`src/rtl/d_cache_controller.sv`:
```
// d_cache_controller: direct-mapped, write-through, no-write-allocate data cache
// for the mem stage. Read misses refill a whole line with a burst. Every store
// is sent to memory as a single-word write.
// Optional feature macro: D_CACHE_STATS_EN adds hitCount_o / missCount_o.
module d_cache_controller #(
  parameter int INDEX_WIDTH        = 5,
  parameter int BLOCK_OFFSET_WIDTH = 2,
  parameter int ADDR_WIDTH         = 16,
  parameter int DATA_WIDTH         = 32
) (
  input  logic                  clk,
  input  logic                  rst_n,
  input  logic                  inValid_i,
  input  logic                  inMemAction_i,
  input  logic [ADDR_WIDTH-1:0] inAddr_i,
  input  logic [ADDR_WIDTH-1:0] inAddrNext_i,
  input  logic [DATA_WIDTH-1:0] inData_i,
  output logic                  outValid_o,
  output logic [DATA_WIDTH-1:0] outData_o,
  output logic                  memReqValid_o,
  input  logic                  memReqReady_i,
  output logic                  memReqWrite_o,
  output logic [ADDR_WIDTH-1:0] memReqAddr_o,
  output logic [DATA_WIDTH-1:0] memReqData_o,
  input  logic                  memRespValid_i,
  input  logic [DATA_WIDTH-1:0] memRespData_i
`ifdef D_CACHE_STATS_EN
  ,
  output logic [31:0]           hitCount_o,
  output logic [31:0]           missCount_o
`endif
);

  localparam int TAG_WIDTH = ADDR_WIDTH - INDEX_WIDTH - BLOCK_OFFSET_WIDTH;
  localparam int NUM_LINES = 1 << INDEX_WIDTH;
  localparam int WORDS     = 1 << BLOCK_OFFSET_WIDTH;

  // inMemAction_i encoding: 0 = READ, 1 = WRITE
  typedef enum logic [1:0] {
    IDLE,
    REFILL_REQ,
    REFILL,
    WRITE_REQ
  } state_e;

  state_e                        state_q, state_d;
  logic [BLOCK_OFFSET_WIDTH-1:0] refillCnt_q, refillCnt_d;
  logic                          memReqValid_q, memReqValid_d;
  logic                          memReqWrite_q, memReqWrite_d;
  logic [ADDR_WIDTH-1:0]         memReqAddr_q, memReqAddr_d;
  logic [DATA_WIDTH-1:0]         memReqData_q, memReqData_d;

  logic [NUM_LINES-1:0]          lineValid_q;
  logic [TAG_WIDTH-1:0]          lineTag_q  [NUM_LINES];
  logic [DATA_WIDTH-1:0]         lineData_q [NUM_LINES][WORDS];

  logic [TAG_WIDTH-1:0]          reqTag;
  logic [INDEX_WIDTH-1:0]        reqIndex;
  logic [BLOCK_OFFSET_WIDTH-1:0] reqOffset;
  logic [TAG_WIDTH-1:0]          fillTag;
  logic [INDEX_WIDTH-1:0]        fillIndex;
  logic [BLOCK_OFFSET_WIDTH-1:0] unusedFillOffset;
  logic                          unusedAddrNext;
  logic                          hit;
  logic                          fillWe;
  logic                          installLine;
  logic                          writeHitWe;

  assign {reqTag, reqIndex, reqOffset} = inAddr_i;
  // The refill target comes from the latched line base, so a flush of
  // inValid_i mid-refill still installs the line at the right place.
  assign {fillTag, fillIndex, unusedFillOffset} = memReqAddr_q;
  assign unusedAddrNext = ^inAddrNext_i;
  assign hit = lineValid_q[reqIndex] && (lineTag_q[reqIndex] == reqTag);

  assign memReqValid_o = memReqValid_q;
  assign memReqWrite_o = memReqWrite_q;
  assign memReqAddr_o  = memReqAddr_q;
  assign memReqData_o  = memReqData_q;

  // State, refill counter, memory request registers and line valid bits
  always_ff @(posedge clk or negedge rst_n) begin
    if (!rst_n) begin
      state_q       <= IDLE;
      refillCnt_q   <= '0;
      memReqValid_q <= 1'b0;
      memReqWrite_q <= 1'b0;
      memReqAddr_q  <= '0;
      memReqData_q  <= '0;
      lineValid_q   <= '0;
    end else begin
      state_q       <= state_d;
      refillCnt_q   <= refillCnt_d;
      memReqValid_q <= memReqValid_d;
      memReqWrite_q <= memReqWrite_d;
      memReqAddr_q  <= memReqAddr_d;
      memReqData_q  <= memReqData_d;
      if (installLine) begin
        lineValid_q[fillIndex] <= 1'b1;
      end
    end
  end

  // Tag and data storage: refill words, tag install and write-hit updates
  always_ff @(posedge clk) begin
    if (fillWe) begin
      lineData_q[fillIndex][refillCnt_q] <= memRespData_i;
    end
    if (installLine) begin
      lineTag_q[fillIndex] <= fillTag;
    end
    if (writeHitWe) begin
      lineData_q[reqIndex][reqOffset] <= inData_i;
    end
  end

  // Next-state, request register updates and the combinational response
  always_comb begin
    state_d       = state_q;
    refillCnt_d   = refillCnt_q;
    memReqValid_d = memReqValid_q;
    memReqWrite_d = memReqWrite_q;
    memReqAddr_d  = memReqAddr_q;
    memReqData_d  = memReqData_q;
    outValid_o    = 1'b0;
    outData_o     = '0;
    fillWe        = 1'b0;
    installLine   = 1'b0;
    writeHitWe    = 1'b0;
    case (state_q)
      IDLE: begin
        if (inValid_i) begin
          if (!inMemAction_i) begin
            if (hit) begin
              outValid_o = 1'b1;
              outData_o  = lineData_q[reqIndex][reqOffset];
            end else begin
              state_d       = REFILL_REQ;
              memReqValid_d = 1'b1;
              memReqWrite_d = 1'b0;
              memReqAddr_d  = {reqTag, reqIndex, {BLOCK_OFFSET_WIDTH{1'b0}}};
            end
          end else begin
            state_d       = WRITE_REQ;
            memReqValid_d = 1'b1;
            memReqWrite_d = 1'b1;
            memReqAddr_d  = inAddr_i;
            memReqData_d  = inData_i;
            writeHitWe    = hit;
          end
        end
      end
      REFILL_REQ: begin
        if (memReqReady_i) begin
          memReqValid_d = 1'b0;
          refillCnt_d   = '0;
          state_d       = REFILL;
        end
      end
      REFILL: begin
        if (memRespValid_i) begin
          fillWe      = 1'b1;
          refillCnt_d = refillCnt_q + 1'b1;
          if (refillCnt_q == '1) begin
            installLine = 1'b1;
            state_d     = IDLE;
          end
        end
      end
      WRITE_REQ: begin
        if (memReqReady_i) begin
          memReqValid_d = 1'b0;
          outValid_o    = inValid_i;
          state_d       = IDLE;
        end
      end
      default: state_d = IDLE;
    endcase
  end

`ifdef D_CACHE_STATS_EN
  logic [31:0] hitCount_q;
  logic [31:0] missCount_q;
  logic        retry_q;

  assign hitCount_o  = hitCount_q;
  assign missCount_o = missCount_q;

  // Hit/miss counters; retry_q marks a read already counted as a miss so
  // its post-refill hit is not counted again
  always_ff @(posedge clk or negedge rst_n) begin
    if (!rst_n) begin
      hitCount_q  <= '0;
      missCount_q <= '0;
      retry_q     <= 1'b0;
    end else begin
      if (state_q == IDLE && inValid_i) begin
        if (hit && !retry_q) begin
          hitCount_q <= hitCount_q + 32'd1;
        end
        if (!hit) begin
          missCount_q <= missCount_q + 32'd1;
        end
      end
      if (state_q == IDLE && inValid_i && !hit && !inMemAction_i) begin
        retry_q <= 1'b1;
      end else if (outValid_o || !inValid_i) begin
        retry_q <= 1'b0;
      end
    end
  end
`endif

endmodule

```
`config.mk`:
```
export PLATFORM = sky130hd
export DESIGN_NAME = d_cache_controller
export DESIGN_NICKNAME = d
export VERILOG_FILES = /design/src/rtl/d_cache_controller.sv
export SDC_FILE = /design/constraint.sdc
export NUM_CORES = 2
export LEC_CHECK = 0
export BUFFER_PORTS_ARGS = -buffer_cell sky130_fd_sc_hd__buf_2
export CORE_ASPECT_RATIO = 1.75
export CORE_MARGIN = 2
export CORE_UTILIZATION = 57
export CTS_BUF_LIST = sky130_fd_sc_hd__clkbuf_8 sky130_fd_sc_hd__clkbuf_16
export DETAILED_ROUTE_END_ITERATION = 6
export GPL_ROUTABILITY_DRIVEN = 0
export PLACE_DENSITY = 0.74
export SLEW_MARGIN = 0
export SYNTH_ARGS = -nofsm -noshare
export SYNTH_HDL_FRONTEND = slang
export SYNTH_MEMORY_MAX_BITS = 65536
export SYNTH_SLANG_ARGS = --single-unit
```
`constraint.sdc`:
```
create_clock -name clk -period 4.9 [get_ports clk]
set_input_delay 0.98 -clock clk [delete_from_list [all_inputs] [get_ports clk]]
set_output_delay 0.98 -clock clk [all_outputs]
set_load 0.02 [all_outputs]
```
==> flow_summary.ini <==
[final_layout]
drive_gt1_frac = 0.416
area_growth_pct = 19.3
fin_nets = 8738

[clock_network]
clockRootBuffer = clkbuf_16
clkTransAtPathRegs_ns = 0.07
cts_tree = built
cts_hold_buf = 0
htree_levels = 5
clock-sinks = 4470
cts_buffer_depth = 4
cts_buffers = 357
clk_latency_ns = 0.91

[worst_setup_path]
crit_path_max_fanout = 8
crit_required_ns = 3.92
critPathArrivalTime_ns = 4.42
crit_type = in2out
cp-end-kind = output pin
r2r_slack_ns = 0.53
setup.worst_path.start_class = input pin

[run]
max-cap-violations = 4

[power]
vdd_drop_max_v = 0.000553
power.density_nw_per_um2 = 380
p_leak_nw = 67.0

[drt]
vias_per_cell = 6.84
drt-initial-drc-count = 12500
vias = 88600
drtPass1Iterations = 7
drc = 2
routed_wl_um = 512000
routedWlPerCell_um = 39.6
ant_nets = 0

[grt]
antenna_found_initial = 22
overflow = 0
grt_usage = 0.336
grt_start_max_net_pins = 100
grt_pass1_wl_um = 713000
grt_pass1_vias = 92400

[synthesis]
syn_area_sq_um = 173000
netlist_instances = 7225
yosysSeqAreaShare = 0.773
ys_async_sr_fraction = 0.0192
yosys.area.top_type = edfxtp_1
synthDistinctLibCells = 60
synthTopCellsByArea = edfxtp_1 (76%), mux4_2 (18%), dfrtp_1 (1.2%)
syn_avg_cell_area_sq_um = 23.9
synth-edff-count = 4384
yosysWarningCount = 0
synth-seq-cells = 4470
synth_top_cell_area_share = 0.761
syn-num-nets = 7335
yosys_most_used_dff = edfxtp_1

[sta]
period_minus_slack_ns = 5.40
fin_hold_ws_ns = 0.161
setup_slack_ns = -0.503
fin_crit_sh = 1.10
fmax_mhz = 185
drv_slew = 11
hold_viol = 0
slew_headroom = -0.0722
worst_pin_slew_ns = 1.60
setup_viol = 33
rsz0062_at_grt = yes
skew_ns = 0.0512
finalSetupTns_ns = -14.03

[floorplanning]
die_y_um = 733
die_width_um = 420
rows = 267
start_util = 0.573
core-area_sq_um = 302000
dieArea_sq_um = 308000
io_pins = 185

[place]
dp_hpwl_um = 313000
port_buffers = 168
place_ws_ns = -0.959

[worst_hold_path]
hold_path_class = in2async

[outcome]
outcome = complete, but fails checks
violations = design-rule violations, max-capacitance violations, max-slew violations, negative setup slack
[worst max-delay path: stages]
cell and delay [ns]:
buf_16 0.15, buf_6 0.13, buf_6 0.09, mux4_2 0.49, nor2b_4 0.14, or3_4 0.32
a221oi_2 0.21, buf_4 0.16, a311oi_2 0.04, nor4_2 0.43, and4_4 0.32, nand3_4 0.20
buf_12 0.24, buf_6 0.16, a21oi_2 0.15, buf_4 0.17
[cells in the mapped netlist, types with 2 or more instances]
master	count
ha_1	8
nor4_1	2
mux2i_1	156
o21ai_0	75
clkbuf_1	266
o22a_1	2
buf_4	6
buf_1	85
or3_1	8
nor2b_1	9
or2_2	37
a221o_1	3
o22ai_1	4
xor2_1	4
nand2b_1	7
dfrtp_1	86
a22oi_1	19
inv_1	8
nand2_1	308
nand3_1	16
and3_1	5
xnor2_1	5
mux2_4	3
buf_6	5
or3b_2	2
mux4_2	1402
a21oi_1	41
a211oi_1	4
mux2_2	85
a22o_1	2
nor3_1	19
nand3b_1	5
and2_1	7
buf_2	42
clkinv_1	2
edfxtp_1	4384
nor2_1	76
o221ai_1	2
nand4_1	2
a311oi_1	3
[final cells by class]
type	instances	area, sq um
diodes	10	25.0
clock buffers	368	9190
clock inverters	265	2230
fillers	17200	95700
inverters	10	42.5
multi-input cells	2340	39700
flip-flops and latches	4470	134000
well taps	4035	5050
repair buffers	1449	16300
[flip-flops by register name, indices dropped and copies added, names as in the netlist, 2 cells and up]
register and count:
memReqData_o 32, state_q 2, refillCnt_q 2, lineData_q 4096, lineValid_q 32, memReqAddr_o 16, lineTag_q 288
[cells by family after synthesis]
family	Yosys count	share of synthesized area
adders and majority gates	8	0.000579
DFF	4470	0.773
xor gates and xnor gates	9	0.000456
AOI/OAI and AO/OA	168	0.00576
and+or+nand+nor	509	0.0128
buffers and inverters	415	0.00966
muxes	1646	0.197
[stage by stage]
stage,cells,power (mW),utilization,instance area [sq um]
final,12900,78.3,0.683,206000
after detailed placement,12300,49.6,0.639,193000
after floorplan,7225,47.0,-,173000
after global placement,12300,49.4,0.639,193000
after global routing,12900,79.8,0.683,206000
after CTS,12900,78.1,0.682,206000
[repair_timing]
item                                    4_1_cts  5_1_grt
buffers inserted                             19       23
endpoints found under the hold margin         0        0
endpoints found under the setup margin       33       33
resized for setup                           165       76
gates cloned                                 19        2
pin swaps                                    15       10
[where the power goes]
part           leakage, nW  internal [mW]  switching [mW]
clock network         5.84           15.5            13.6
registers             40.5           42.7           0.513
logic                 20.7           2.35            3.69
total                 67.0           60.5            17.8
[routing by layer]
| layer | up-vias | wire (um) | GRT usage |
|---|---|---|---|
| met1 | 46400 | 152000 | 0.385 |
| met3 | 1655 | 52900 | 0.0687 |
| met2 | 6837 | 264000 | 0.568 |
| met4 | 14 | 42600 | 0.228 |
| met5 | - | 100 | 0 |
| li1 | 33800 | - | - |
[final timing paths]
kind	from	cells after the start	end
max in group asynchronous	rst_n	2	lineValid_q[23]
min in group clk	inData_i[24]	2	memReqData_o[24]
max	inAddr_i[2]	16	outData_o[11]
min	rst_n	1	memReqData_o[22]
min reg2reg	lineValid_q[7]	1	lineValid_q[7]
max reg2reg	lineTag_q[7][0]	13	lineData_q[17][104]
[cells in the final DEF (no fill, tap or decap), types with 58 or more instances in the layout]
cell type and count:
edfxtp_1 4384, mux4_2 1402, buf_4 855, buf_12 370, clkbuf_16 368, nand2_1 283, buf_2 130, mux2i_4 97
dfrtp_1 86, nor2_1 72, clkinv_2 72, inv_1 71, clkinv_1 58, mux2i_1 58
Note: power is estimated with default switching activity, not from simulation.
